File: src/rtl/dmem_access_ctrl_if.sv
// Bus bundle between the multicycle datapath, the load/store controller and the 64-bit data memory.
// Signal names follow the datapath's naming so the controller ports read like the memory-side schematic.
interface dmem_access_ctrl_if #(
  parameter int ADDR_W = 64
);
  // Handshake: REQ is sampled only while the controller is idle, and the request fields are latched on that cycle.
  // BUSY stays high until the controller returns to idle. DONE is a single-cycle pulse, and MISALIGN is
  // meaningful only while DONE is high. A REQ raised while BUSY is dropped, not queued.
  logic              REQ;
  logic              WE;
  logic [2:0]        FUNCT3;
  logic [ADDR_W-1:0] ADDR;
  logic [63:0]       WDATA;
  logic [63:0]       RDATA;
  logic              DONE;
  logic              BUSY;
  logic              MISALIGN;
  logic [ADDR_W-1:0] MEM_ADDR;
  logic [63:0]       MEM_DIN;
  logic [63:0]       MEM_DOUT;
  logic              MEM_WR;

  modport master (
    output REQ, WE, FUNCT3, ADDR, WDATA, MEM_DOUT,
    input  RDATA, DONE, BUSY, MISALIGN, MEM_ADDR, MEM_DIN, MEM_WR
  );

  modport slave (
    input  REQ, WE, FUNCT3, ADDR, WDATA, MEM_DOUT,
    output RDATA, DONE, BUSY, MISALIGN, MEM_ADDR, MEM_DIN, MEM_WR
  );
endinterface

File: src/rtl/dmem_access_ctrl.sv
// Load/store controller: b/h/w/d accesses to a 64-bit little-endian memory, with read-modify-write for narrow stores.
// Optional macro DMEM_MISALIGN_CHECK_EN enables misalignment reporting; otherwise offsets round down to the access size.
module dmem_access_ctrl #(
  parameter int READ_LAT = 1,
  parameter int ADDR_W   = 64
) (
  input  logic                CLK,
  input  logic                RESET,
  dmem_access_ctrl_if.slave   bus,
  output logic [1:0]          dbg_state_o
);

  typedef enum logic [1:0] {IDLE, RD_WAIT, WRITE, RESP} state_t;

  localparam logic [1:0] LAT_INIT = 2'(READ_LAT - 1);

  state_t            state_q, state_d;
  logic [ADDR_W-1:0] addr_q, addr_d;
  logic [2:0]        off_q, off_d;
  logic [2:0]        f3_q, f3_d;
  logic              we_q, we_d;
  logic [63:0]       wdata_q, wdata_d;
  logic [1:0]        cnt_q, cnt_d;
  logic [63:0]       rdata_q, rdata_d;
  logic [63:0]       din_q, din_d;
`ifdef DMEM_MISALIGN_CHECK_EN
  logic              mis_q, mis_d;
`endif

  logic [2:0]  req_f3;
  logic [2:0]  req_off;
  logic        req_mis;
  logic [63:0] mask;
  logic [5:0]  shamt;
  logic [63:0] field;
  logic        field_msb;
  logic [63:0] load_val;
  logic [63:0] merge_val;

  function automatic logic [63:0] size_mask(input logic [1:0] sz);
    case (sz)
      2'd0:    return 64'h0000_0000_0000_00FF;
      2'd1:    return 64'h0000_0000_0000_FFFF;
      2'd2:    return 64'h0000_0000_FFFF_FFFF;
      default: return 64'hFFFF_FFFF_FFFF_FFFF;
    endcase
  endfunction

  // Request decode: effective funct3, byte offset and the alignment verdict.
  always_comb begin
    req_f3  = bus.FUNCT3;
    req_off = bus.ADDR[2:0];
    req_mis = 1'b0;
`ifdef DMEM_MISALIGN_CHECK_EN
    case (bus.FUNCT3[1:0])
      2'd1:    req_mis = bus.ADDR[0];
      2'd2:    req_mis = |bus.ADDR[1:0];
      2'd3:    req_mis = |bus.ADDR[2:0];
      default: req_mis = 1'b0;
    endcase
    if (bus.FUNCT3 == 3'b111) req_mis = 1'b1;
`else
    if (bus.FUNCT3 == 3'b111) req_f3 = 3'b011;
    case (req_f3[1:0])
      2'd1:    req_off = {bus.ADDR[2:1], 1'b0};
      2'd2:    req_off = {bus.ADDR[2], 2'b00};
      2'd3:    req_off = 3'b000;
      default: req_off = bus.ADDR[2:0];
    endcase
`endif
  end

  // Lane extraction for loads and byte-lane merge for narrow stores, both on the latched request.
  always_comb begin
    mask  = size_mask(f3_q[1:0]);
    shamt = {off_q, 3'b000};
    field = (bus.MEM_DOUT >> shamt) & mask;
    case (f3_q[1:0])
      2'd0:    field_msb = field[7];
      2'd1:    field_msb = field[15];
      2'd2:    field_msb = field[31];
      default: field_msb = 1'b0;
    endcase
    load_val  = (!f3_q[2] && field_msb) ? (field | ~mask) : field;
    merge_val = (bus.MEM_DOUT & ~(mask << shamt)) | ((wdata_q << shamt) & (mask << shamt));
  end

  always_comb begin
    state_d = state_q;
    addr_d  = addr_q;
    off_d   = off_q;
    f3_d    = f3_q;
    we_d    = we_q;
    wdata_d = wdata_q;
    cnt_d   = cnt_q;
    rdata_d = rdata_q;
    din_d   = din_q;
`ifdef DMEM_MISALIGN_CHECK_EN
    mis_d   = mis_q;
`endif
    case (state_q)
      IDLE: begin
        if (bus.REQ) begin
          addr_d  = {bus.ADDR[ADDR_W-1:3], 3'b000};
          off_d   = req_off;
          f3_d    = req_f3;
          we_d    = bus.WE;
          wdata_d = bus.WDATA;
          cnt_d   = LAT_INIT;
`ifdef DMEM_MISALIGN_CHECK_EN
          mis_d   = req_mis;
`endif
          if (req_mis) begin
            state_d = RESP;
          end else if (bus.WE && req_f3[1:0] == 2'd3) begin
            din_d   = bus.WDATA;
            state_d = WRITE;
          end else begin
            state_d = RD_WAIT;
          end
        end
      end
      RD_WAIT: begin
        if (cnt_q == 2'd0) begin
          if (we_q) begin
            din_d   = merge_val;
            state_d = WRITE;
          end else begin
            rdata_d = load_val;
            state_d = RESP;
          end
        end else begin
          cnt_d = cnt_q - 2'd1;
        end
      end
      WRITE:   state_d = RESP;
      RESP:    state_d = IDLE;
      default: state_d = IDLE;
    endcase
  end

  always_ff @(posedge CLK or posedge RESET) begin
    if (RESET) begin
      state_q <= IDLE;
      addr_q  <= '0;
      off_q   <= '0;
      f3_q    <= '0;
      we_q    <= 1'b0;
      wdata_q <= '0;
      cnt_q   <= '0;
      rdata_q <= '0;
      din_q   <= '0;
`ifdef DMEM_MISALIGN_CHECK_EN
      mis_q   <= 1'b0;
`endif
    end else begin
      state_q <= state_d;
      addr_q  <= addr_d;
      off_q   <= off_d;
      f3_q    <= f3_d;
      we_q    <= we_d;
      wdata_q <= wdata_d;
      cnt_q   <= cnt_d;
      rdata_q <= rdata_d;
      din_q   <= din_d;
`ifdef DMEM_MISALIGN_CHECK_EN
      mis_q   <= mis_d;
`endif
    end
  end

  assign bus.RDATA    = rdata_q;
  assign bus.DONE     = (state_q == RESP);
  assign bus.BUSY     = (state_q != IDLE);
  assign bus.MEM_ADDR = addr_q;
  assign bus.MEM_DIN  = din_q;
  assign bus.MEM_WR   = (state_q == WRITE);
`ifdef DMEM_MISALIGN_CHECK_EN
  assign bus.MISALIGN = (state_q == RESP) && mis_q;
`else
  assign bus.MISALIGN = 1'b0;
`endif
  assign dbg_state_o  = state_q;

endmodule

File: src/flat_wrapper.sv
// flat-port wrapper written by rule: the top's interface ports become plain ports
module dmem_access_ctrl_flat 
#(
  parameter int READ_LAT = 1,
  parameter int ADDR_W   = 64
)
  (CLK, RESET, dbg_state_o, bus_REQ, bus_WE, bus_FUNCT3, bus_ADDR, bus_WDATA, bus_MEM_DOUT, bus_RDATA, bus_DONE, bus_BUSY, bus_MISALIGN, bus_MEM_ADDR, bus_MEM_DIN, bus_MEM_WR);
  dmem_access_ctrl_if #(.ADDR_W(ADDR_W)) bus_i ();
  input  logic CLK;
  input  logic RESET;
  output logic [1:0] dbg_state_o;
  input wire logic [$bits(bus_i.REQ)-1:0] bus_REQ;
  input wire logic [$bits(bus_i.WE)-1:0] bus_WE;
  input wire logic [$bits(bus_i.FUNCT3)-1:0] bus_FUNCT3;
  input wire logic [$bits(bus_i.ADDR)-1:0] bus_ADDR;
  input wire logic [$bits(bus_i.WDATA)-1:0] bus_WDATA;
  input wire logic [$bits(bus_i.MEM_DOUT)-1:0] bus_MEM_DOUT;
  output wire logic [$bits(bus_i.RDATA)-1:0] bus_RDATA;
  output wire logic [$bits(bus_i.DONE)-1:0] bus_DONE;
  output wire logic [$bits(bus_i.BUSY)-1:0] bus_BUSY;
  output wire logic [$bits(bus_i.MISALIGN)-1:0] bus_MISALIGN;
  output wire logic [$bits(bus_i.MEM_ADDR)-1:0] bus_MEM_ADDR;
  output wire logic [$bits(bus_i.MEM_DIN)-1:0] bus_MEM_DIN;
  output wire logic [$bits(bus_i.MEM_WR)-1:0] bus_MEM_WR;
  assign bus_i.REQ = bus_REQ;
  assign bus_i.WE = bus_WE;
  assign bus_i.FUNCT3 = bus_FUNCT3;
  assign bus_i.ADDR = bus_ADDR;
  assign bus_i.WDATA = bus_WDATA;
  assign bus_i.MEM_DOUT = bus_MEM_DOUT;
  assign bus_RDATA = bus_i.RDATA;
  assign bus_DONE = bus_i.DONE;
  assign bus_BUSY = bus_i.BUSY;
  assign bus_MISALIGN = bus_i.MISALIGN;
  assign bus_MEM_ADDR = bus_i.MEM_ADDR;
  assign bus_MEM_DIN = bus_i.MEM_DIN;
  assign bus_MEM_WR = bus_i.MEM_WR;
  dmem_access_ctrl #(.READ_LAT(READ_LAT), .ADDR_W(ADDR_W)) u_core (.CLK(CLK), .RESET(RESET), .bus(bus_i), .dbg_state_o(dbg_state_o));
endmodule
File: config.mk
export PLATFORM = sky130hd
export DESIGN_NAME = dmem_access_ctrl_flat
export DESIGN_NICKNAME = d
export VERILOG_FILES = /design/src/rtl/dmem_access_ctrl_if.sv /design/src/rtl/dmem_access_ctrl.sv /design/src/flat_wrapper.sv
export SDC_FILE = /design/constraint.sdc
export NUM_CORES = 1
export LEC_CHECK = 0
export ABC_CLOCK_PERIOD_IN_PS = 8750
export BUFFER_PORTS_ARGS = -buffer_cell sky130_fd_sc_hd__buf_4
export CORE_MARGIN = 2
export CORE_UTILIZATION = 55
export CTS_BUF_LIST = sky130_fd_sc_hd__clkbuf_8
export DETAILED_ROUTE_END_ITERATION = 8
export PLACE_DENSITY_LB_ADDON = 0.15
export SYNTH_ARGS = -nofsm -noshare
export SYNTH_HDL_FRONTEND = slang
export SYNTH_SLANG_ARGS = --single-unit
export TNS_END_PERCENT = 30
File: constraint.sdc
create_clock -name CLK -period 8.75 [get_ports CLK]
set_clock_uncertainty 0.2 [all_clocks]
set_input_delay 0.4375 -clock CLK [delete_from_list [all_inputs] [get_ports CLK]]
set_output_delay 0.4375 -clock CLK [all_outputs]
set_load 0.03 [all_outputs]
# --- Yosys cells after proc, flatten, opt, wreduce, memory -nomap -nowiden ---
# Index checks and enable logic that the tools add are counted.
op_classes:
  add_sub_neg: 1
  n_eq_ne: 14
  shifts: 3
  mux: 18
  n_bitwise: 8
  reduce_logical: 13
ops:
  columns: ["op", "n"]
  rows:
  - ["two-way mux 64 bit", 5]
  - ["bitwise AND 64 bit", 3]
  - ["one-hot mux 64 bit (3 select lines)", 1]
  - ["inverter 64 bit", 2]
  - ["bitwise OR 64 bit", 2]
  - ["one-hot mux 64 bit (2 select lines)", 1]
  - ["<< shifter 64 x 6 -> 64 bit", 2]
  - ["right shift 64 x 6 -> 64 bit", 1]
  - ["equality test 2 bit (second input constant)", 5]
  - ["two-way mux 2 bit", 5]
  - ["one-hot mux 3 bit (3 select lines)", 1]
  - ["one-hot mux 2 bit (4 select lines)", 1]
  - ["equality test 2 x 1 -> 1 bit (second input constant)", 3]
  - ["logical NOT 2 bit", 3]
  - ["!= test 2 x 1 -> 1 bit (second input constant)", 3]
  - ["AND reduction 3 bit", 2]
  - ["AND reduction 5 bit", 1]
  - ["!= test 2 bit (second input constant)", 2]
  - ["one-hot mux 2 bit (2 select lines)", 1]
  - ["AND reduction 2 bit", 2]
  - ["nonzero test 2 bit", 2]
  - ["equality test 3 bit (second input constant)", 1]
  - ["two-way mux 3 bit", 1]
  - ["one-hot mux 1 bit (3 select lines)", 1]
  - ["5 further kinds", 6]
word_totals:
  regBits: 264
  input_bits: 199
  output_inout_bits: 198
  word_cells: 66

# --- Depth between registers and ports, before layout ---
depth:
  depth_word: 9
  mapped_depth: 9
  ltp_nobuf: 7

# --- Worst setup path before layout ---
# OpenSTA, ideal clock, no wires.
synth_timing:
  path_type: "flip-flop to flip-flop"
  start: "register u_core.state_q[0] (netlist: u_core.dbg_state_o[0])"
  end: "register u_core.addr_q[36] (netlist: u_core.bus.MEM_ADDR[36])"
  setup_ns: 0.125
  arrival_time_ns: 2.153
  t_required_ns: 8.425
  setup_slack_ns: 6.272
  path_stages_with_launch: 7
  n_path_buf: 2
  synth_period_minus_slack_ns: 2.478
  path_cell_list: "dfrtp_1 -> inv_1 -> ha_1 -> nand2_1 -> clkbuf_1 -> clkbuf_1 -> mux2_2"
synth_between:
  elab_chain_len: 2
synth_rtl:
  columns: ["element", "line_no", "source"]
  rows:
  - ["start, declared", "dmem_access_ctrl.sv:17", "state_t state_q, state_d;"]
  - ["start signal, assigned", "dmem_access_ctrl.sv:157", "state_q <= state_d;"]
  - ["logical NOT 2 bit", "dmem_access_ctrl.sv:101", "case (state_q)"]
  - ["AND reduction 2 bit (no line)", null, null]
  - ["end signal, assigned", "dmem_access_ctrl.sv:158", "addr_q <= addr_d;"]
  - ["end, declared", "dmem_access_ctrl.sv:18", "logic [ADDR_W-1:0] addr_q, addr_d;"]
# Every way passes these cells.
# A chain may end at the register's enable or synchronous reset.

# --- Worst setup path after layout ---
layout_timing:
  start: "register u_core.state_q[1] (netlist: u_core.dbg_state_o[1])"
  end: "register u_core.rdata_q[13] (netlist: u_core.bus.RDATA[13])"
layout_between:
  elab_chain_len: 2
layout_rtl:
  columns: ["element", "line_no", "source"]
  rows:
  - ["equality test 2 x 1 -> 1 bit", "dmem_access_ctrl.sv:101", null]
  - ["AND reduction 3 bit (no line)", null, null]
  - ["end signal, assigned", "dmem_access_ctrl.sv:164", "rdata_q <= rdata_d;"]
  - ["end, declared", "dmem_access_ctrl.sv:24", "logic [63:0] rdata_q, rdata_d;"]
# Every way passes these cells.

==> qor.txt <==
Synthesized instance count = 1368
Site Rows = 60
Post-CTS Setup Repair Bufs = 0
Pre-CTS setup slack = 4750 ps
Layout Nets = 2039
Chip height = 170 um
Final Max Tran Viols = 0
DR WL met3 = 6700 um
Synth Flop Type = dfrtp_1
Vias post-DR = 13966
Clock share of power = 0.126
Post-layout worst setup margin = 4710 ps
VDD IR max = 0.258 mV
# IOs = 397
Share of layout cells above drive strength 1 = 0.366
ANT cells = 0
CTS tree = done
Setup violators final = 0
Worst Setup End Kind = flop
CP Launch Type = flop
CP Max Fanout = 77
Crit share post-route = 0.461
Post-synth EDFFs = 0
Worst Hold Class = in2reg
Slew @ Worst Pin = 1300 ps
CTS H-tree lvls = 2
Synth Area per Inst = 11.1 sq um
Die X-Extent = 170 um
Fmax = 248 MHz
Initial core utilization = 0.561
HP Start = bus_REQ
Lkg Pwr = 0.00875 uW
CORE AREA = 27000 sq um
WL final = 57100 um
Synth Cell Area = 15100 sq um
Top Metal Used = met4
Power share of the sequential group = 0.296
WL/cell = 25.9 um
Final hold vios = 0
Count of max-cap constraint violations = 0
Global route overflow = 0
CTS buffer count = 45
Largest net degree at the start of global routing = 127
Clk sinks = 264
PwrDens = 442 nW/um^2
Post-Synth Adder-Cell Area = 0.00496
WS Path Type = reg2reg
Sequential-to-total area share from yosys stat = 0.437
Root Buffer = clkbuf_8
First-pass GRT wire length = 85300 um
Data arrival time of the critical path = 4290 ps
Async set-reset flop share out of synthesis = 1.00
Placer Congestion = 0.981
Drt pass-1 iters = 6
Slew headroom = 0.135
Area grow syn2layout = 33.3%
Distinct cells, synth = 57
M1 WL = 21900 um
RR Startpoint = u_core.dbg_state_o[1]
Post-cts hold buffer count = 134
WP data required = 9000 ps
TNS Setup = 0 ps
Largest family of logic cells by synthesized area = multiplexers
Yosys reg bits = 264
Port bufs = 392
Synth Area in Compound Gates = 0.161
Antenna violation net count after detailed routing = 0
Fill cells = 1892
Vias in the first global route = 13929
Drt drc = 0
Mux contribution to synthesized area = 0.268
Post_cts resized = 0
Final Critical Period = 4040 ps
Met2 wire length = 25600 um
Critical path launch point = u_core.dbg_state_o[1]
DP Wirelength = 39500 um
Via density = 6.33
Combinational power share = 0.578
Antenna violations before repair = 0
Worst-case clock buffer depth = 3
Switching power = 4290 uW
Initial DRC Count = 1663
Die ar. = 28900 sq um
Status = finished clean
Clock-pin slew on the worst setup and hold paths = 60 ps
Clock Latency Late Sink = 570 ps
Post-synthesis simple-gate area fraction = 0.0763
Int Pwr = 4630 uW
Synth Area in XOR/XNOR = 0
RSZ-0062 raised after global routing = false
Synth warnings = 0
Switching share of power = 0.481
Gr usage total = 0.393
-- synth_stat cells, types with 3 or more instances --
cell,number,area [sq um]
clkbuf_1,56,210
nor2b_1,15,93.8
and2_1,10,62.6
mux2i_1,137,1370
nor2_1,101,379
buf_2,27,135
a21oi_1,110,551
o21ai_1,16,80.1
nor3_1,5,25.0
o22ai_1,3,18.8
dfrtp_1,264,6610
buf_4,19,143
a21o_1,10,75.1
a31oi_1,31,194
or3_1,5,31.3
nand2b_1,8,50.1
nand2_1,84,315
o22a_1,39,342
mux2_2,144,1620
o221a_2,8,90.1
a22o_1,4,35.0
ha_1,6,75.1
and4_1,8,70.1
a211oi_1,9,67.6
buf_6,10,113
nand3_1,7,35.0
o21ai_0,55,275
inv_1,21,78.8
buf_1,4,15.0
buf_12,3,60.1
nand4_1,6,37.5
o221ai_1,11,96.3
mux4_2,47,1060
a22oi_1,10,75.1
o2bb2ai_1,8,70.1
o211ai_1,44,330
-- placed cells by master (no fill, tap or decap), drive strengths merged, types with 4 or more instances in the layout --
cell         instances
a211oi              10
a21o                10
a21oi              112
a22o                 4
a22oi               11
a31oi               31
and2                10
and4                 8
buf                404
clkbuf              56
conb                 4
dfrtp              264
dlygate4sd3        134
ha                   6
inv                 41
mux2               144
mux2i              137
mux4                47
nand2               84
nand2b               8
nand3                7
nand4                6
nor2               101
nor2b               15
nor3                 6
o211ai              44
o21ai               73
o221a                8
o221ai              11
o22a                39
o2bb2ai              8
or3                  5
-- power by group through the flow --
| stage | clock network [uW] | logic [uW] | registers, uW |
|---|---|---|---|
| 4_1_cts | 1130 | 5090 | 2580 |
| 3_5_place_dp | 0 | 5030 | 2590 |
| 2_1_floorplan | 0 | 2880 | 3100 |
| 3_3_place_gp | 0 | 4950 | 2570 |
| 6_report | 1120 | 5160 | 2640 |
| 5_1_grt | 1180 | 5470 | 2680 |
-- critical path: stages, from the launching register on --
cell and delay (ps):
dfrtp_1 430, inv_1 130, ha_2 170, buf_4 700, inv_2 670, nor3_2 320
buf_4 590, nand2_1 400, o22a_1 290
-- metal layers --
layer	vias to the layer above	global-route usage
met5	-	0
met3	171	0.0995
li1	6008	-
met1	6829	0.527
met4	0	0.182
met2	958	0.604
-- kinds of logic (layout without fill, tap and decap cells) --
logic type	Yosys count	count (layout)
AO/OA/AOI/OAI	370	370
adder cells (fa/ha/maj)	6	6
buffers and inverters	145	640
flip-flops	264	264
multiplexers	328	328
other	1	4
AND/OR/NAND/NOR	254	254
-- per-stage QoR --
| stage | util | cell area [sq um] | hold slack [ps] | cells | power (uW) |
|---|---|---|---|---|---|
| floorplan | - | 15100 | 275 | 1371 | 5980 |
| global placement | 0.665 | 17900 | 268 | 1994 | 7520 |
| detailed placement | 0.665 | 17900 | 275 | 1994 | 7610 |
| CTS | 0.748 | 20200 | 34.9 | 2207 | 8790 |
| global route | 0.748 | 20200 | 72.9 | 2207 | 9330 |
| finish | 0.748 | 20200 | 60.1 | 2207 | 8920 |
-- sequential cells by signal, indices dropped and copies added (netlist names) --
signal	flops
u_core.wdata_q	64
u_core.bus.RDATA	64
u_core.off_q	3
u_core.bus.MEM_DIN	64
u_core.f3_q	3
u_core.we_q	1
u_core.dbg_state_o	2
u_core.cnt_q	2
u_core.bus.MEM_ADDR	61
-- area by class of cell --
type | count | area, sq um | share of cell area
tap | 341 | 427 | 0.0212
timing repair buffer | 538 | 4370 | 0.217
inverter | 23 | 93.8 | 0.00465
clock buffer | 56 | 771 | 0.0382
clock inverter | 23 | 119 | 0.00590
sequential | 264 | 6620 | 0.328
multi-input combinational | 962 | 7760 | 0.385
-- worst paths after layout --
path	endpoint	slack, ps	cells after the start
max	u_core.bus.RDATA[13]	4710	8
min reg2reg	u_core.bus.RDATA[1]	290	2
min	u_core.cnt_q[0]	60	3
min in group asynchronous	u_core.bus.MEM_DIN[49]	460	3
max reg2reg	u_core.bus.RDATA[13]	4710	8
max in group asynchronous	u_core.off_q[2]	6220	4
(Power assumes the default switching activity.)
